==> config.mk <==
export PLATFORM = sky130hd
export DESIGN_NAME = simple_adder_reg
export DESIGN_NICKNAME = d
export VERILOG_FILES = /design/src/rtl/simple_adder_reg.sv
export SDC_FILE = /design/constraint.sdc
export NUM_CORES = 1
export LEC_CHECK = 0
export BUFFER_PORTS_ARGS = -buffer_cell sky130_fd_sc_hd__buf_4
export CORE_UTILIZATION = 27
export CTS_BUF_LIST = sky130_fd_sc_hd__clkbuf_2 sky130_fd_sc_hd__clkbuf_4 sky130_fd_sc_hd__clkbuf_8
export CTS_CLUSTER_DIAMETER = 120
export DETAILED_ROUTE_END_ITERATION = 8
export SLEW_MARGIN = 20
export SYNTH_ARGS = -nofsm -noshare
export SYNTH_HDL_FRONTEND = slang
export SYNTH_SLANG_ARGS = --single-unit
==> constraint.sdc <==
create_clock -name clk -period 2.4 [get_ports clk]
set_input_delay 0.48 -clock clk [delete_from_list [all_inputs] [get_ports clk]]
set_output_delay 0.48 -clock clk [all_outputs]
set_load 0.05 [all_outputs]
==> src/rtl/simple_adder_reg.sv <==
// Registered 2-bit ripple-carry adder with carry-in, valid-qualified, latency 1 or 2.
// Optional signed-overflow output is enabled by defining SIMPLE_ADDER_REG_OVF_EN.
module simple_adder_reg #(
    parameter int REG_INPUTS = 1
) (
    input  logic clk,
    input  logic rst_n,
    input  logic in_vld,
    input  logic a0,
    input  logic a1,
    input  logic b0,
    input  logic b1,
    input  logic c0,
    output logic s0,
    output logic s1,
    output logic c2,
    output logic out_vld
`ifdef SIMPLE_ADDER_REG_OVF_EN
    ,
    output logic ovf
`endif
);

    logic op_a0, op_a1, op_b0, op_b1, op_c0;
    logic op_vld;

    generate
        if (REG_INPUTS != 0) begin : g_in_reg
            logic [4:0] opr_q;
            logic       vld_q;

            // NOTE: state is written with <= so every register samples pre-edge values;
            // data registers are reset too, so no stale operand survives reset.
            always_ff @(posedge clk or negedge rst_n) begin
                if (!rst_n) begin
                    opr_q <= '0;
                    vld_q <= 1'b0;
                end else begin
                    vld_q <= in_vld;
                    if (in_vld) begin
                        opr_q <= {a1, a0, b1, b0, c0};
                    end
                end
            end

            assign {op_a1, op_a0, op_b1, op_b0, op_c0} = opr_q;
            assign op_vld = vld_q;
        end else begin : g_no_reg
            assign {op_a1, op_a0, op_b1, op_b0, op_c0} = {a1, a0, b1, b0, c0};
            assign op_vld = in_vld;
        end
    endgenerate

    logic       k1;
    logic       s0_d, s1_d, c2_d;
    logic [2:0] res_q;
    logic       vld_q;

    // Two explicit full-adder cells; k1 is the internal ripple carry.
    always_comb begin
        s0_d = op_a0 ^ op_b0 ^ op_c0;
        k1   = (op_a0 & op_b0) | (op_a0 & op_c0) | (op_b0 & op_c0);
        s1_d = op_a1 ^ op_b1 ^ k1;
        c2_d = (op_a1 & op_b1) | (op_a1 & k1) | (op_b1 & k1);
    end

    always_ff @(posedge clk or negedge rst_n) begin
        if (!rst_n) begin
            res_q <= '0;
            vld_q <= 1'b0;
        end else begin
            vld_q <= op_vld;
            if (op_vld) begin
                res_q <= {c2_d, s1_d, s0_d};
            end
        end
    end

    assign {c2, s1, s0} = res_q;
    assign out_vld      = vld_q;

`ifdef SIMPLE_ADDER_REG_OVF_EN
    logic ovf_d;
    logic ovf_q;

    // Signed overflow: operands share a sign bit but the sum's sign differs.
    assign ovf_d = (op_a1 == op_b1) & (s1_d != op_a1);

    always_ff @(posedge clk or negedge rst_n) begin
        if (!rst_n) begin
            ovf_q <= 1'b0;
        end else if (op_vld) begin
            ovf_q <= ovf_d;
        end
    end

    assign ovf = ovf_q;
`endif

endmodule

==> impl_metrics.ini <==
[outcome]
status = complete, no violations

[placed_design]
gp_congestion = 0.660
dpl.hpwl_um = 499
placement.io_buffers = 11

[grt]
grt_remaining_overflow = 0
grt_antenna_before_repair = 0
first_global_vias = 225
grt_max_degree = 12
wire_length_of_the_first_global_routing_pass_um = 1040
global_route.usage.total_pct = 10.7

[timing]
post-route-min-period_ps = 1510
period_share_pct = 62.8
maxSlewHeadroom_pct = 86.9
grt_setup_unrepaired = false
worst-slew-pin-transition_ps = 196
timing.hold.ws_ps = 39.7
setup_total_negative_slack_ps = 0
finalHoldViolations = 0
maxSlewViolCount = 0
timing.fmax_mhz = 664
total_of_endpoints_with_negative_setup_slack_in_the_final_report = 0
final_skew_ps = 0.892

[critical_path]
path_class = reg2reg
regToRegStartpoint = g_in_reg.opr_q[0]
setup_slack_of_the_most_critical_reg_to_reg_path_ps = 890
worstPathRequired_ps = 2540
cp_data_arrival_time_ps = 1640
worstSetupStartpointType = register
rr_worst_depth = 4
critical_path.reg2reg.endpoint = res_q[1]
timing.critical_path.to_type = register
worst_setup_path_startpoint = g_in_reg.opr_q[0]
crit_path_max_fanout = 2

[clock_network]
cts_max_path_buffers = 2
insertion_delay_ps = 250
tritoncts = done
numClockSinks = 10
cts_inserted_buffers = 3
clock_tree.root_cell = sky130_fd_sc_hd__clkbuf_4
path_clk_slew_ps = 60
post-cts-setup-buffers = 0
cts.htree.levels = 1
post_cts_resized = 0
holdBufCountCts = 0

[cells_and_area]
flow.area_growth_from_synthesis_pct = 27.3
multiInputGateArea_um2 = 121
num_antenna_cells = 0
drive_above_1_share_pct = 34.0
nFillCells = 147
postLayoutCoreUtil_pct = 38.5
layout.cells.most_common_list = sky130_fd_sc_hd__buf_4 (11), sky130_fd_sc_hd__dfrtp_1 (10), sky130_fd_sc_hd__inv_1 (8), sky130_fd_sc_hd__nand2_1 (5)
regArea_um2 = 250
layout_commonest_cell = sky130_fd_sc_hd__buf_4
finish.net_count = 59

[floorplan]
io_pins = 12
fp.dieArea_um2 = 1690
die_width_um = 41.1
core_um2 = 1370
initial_utilization_pct = 30.2
die_h_um = 41.1
placement_rows = 13

[detailed_routing]
route.detailed.drc = 0
drt_first_iter_violations = 3
routedWlPerCell_um = 10.3
route.detailed.vias_per_inst = 4.02
antenna_left = 0
routed_wirelength_um = 641
via_count = 249
detailedRoute.firstPassIterationCount = 3

[synthesis]
syn_area_um2 = 413
synth_warnings = 0
synth-seq-area-share_pct = 60.6
syn-mean-instance-area_um2 = 12.1
ys_types = 8
post_synthesis_cells = 34
synth-seq-cells = 10
synth_nets = 44

[power_and_ir_drop]
irDropWorstVdd_mv = 0.352
power.static_leakage_nw = 0.274
power_density_nw_per_um2 = 853

[worst_hold_path]
min_path_type = in2async

[job]
cap_violations = 0
-- sequential cells by signal (all words and copies together) (netlist names) --
register and cells:
g_in_reg.vld_q 1, g_in_reg.opr_q 5, out_vld 1, res_q 3
-- Yosys cell counts --
library cell	count	area, um2
sky130_fd_sc_hd__buf_6	1	11.3
sky130_fd_sc_hd__dfrtp_1	10	250
sky130_fd_sc_hd__fa_1	2	40.0
sky130_fd_sc_hd__inv_1	8	30.0
sky130_fd_sc_hd__mux2i_1	3	30.0
sky130_fd_sc_hd__nand2_1	5	18.8
sky130_fd_sc_hd__o21ai_1	3	15.0
sky130_fd_sc_hd__o21ai_2	2	17.5
-- layer usage --
metal  global-route usage [%]  wire [um]  up-vias
met5                        0          0        -
met4                        0          0        0
met3                     9.78         60        0
met2                     14.5        290       12
met1                     13.5        291      107
li1                         -          -      130
-- kinds of logic (layout without fill, tap and decap cells) --
group | count (synthesis) | after routing | share of synthesized area [%]
muxes | 3 | 3 | 7.27
DFF | 10 | 10 | 60.6
adders and majority gates | 2 | 2 | 9.70
and+or+nand+nor | 5 | 5 | 4.55
AOI/OAI and AO/OA | 5 | 5 | 7.88
buffers and inverters | 9 | 22 | 10.0
-- power breakdown --
| part | internal [W] | leakage (nW) | switching (W) |
|---|---|---|---|
| Clock | 0.0000576 | 0.0138 | 0.0000512 |
| Combinational | 0.0000461 | 0.141 | 0.0000910 |
| Sequential | 0.000192 | 0.120 | 0.0000103 |
-- worst max path at each step --
stage	endpoint	slack (ps)	cells after the start
2_1_floorplan	res_q[1]	960	4
3_3_place_gp	res_q[1]	950	4
3_5_place_dp	res_q[1]	890	4
4_1_cts	res_q[1]	880	4
5_1_grt	res_q[1]	820	4
6_report	res_q[1]	890	4
-- final cells by class --
| class | instances | share of cell area (%) |
|---|---|---|
| clock buffer | 3 | 4.29 |
| timing repair buffer | 11 | 15.7 |
| multi-input combinational | 15 | 23.1 |
| inverter | 8 | 5.71 |
| sequential | 10 | 47.6 |
| tap | 15 | 3.57 |
-- worst max-delay path: stages, from the launching register on --
cell,delay [ps]
sky130_fd_sc_hd__dfrtp_1,320
sky130_fd_sc_hd__inv_1,60
sky130_fd_sc_hd__fa_1,440
sky130_fd_sc_hd__fa_1,510
sky130_fd_sc_hd__mux2i_1,70
-- stage by stage --
stage	total power (W)	instance area [um2]	worst slack, ps	instances
global placement	0.000339	503	945	59
global route	0.000481	526	824	62
detailed placement	0.000346	503	889	59
CTS	0.000459	526	885	62
finish	0.000448	526	894	62
floorplan	0.000297	413	962	34
(Power assumes the default switching activity.)
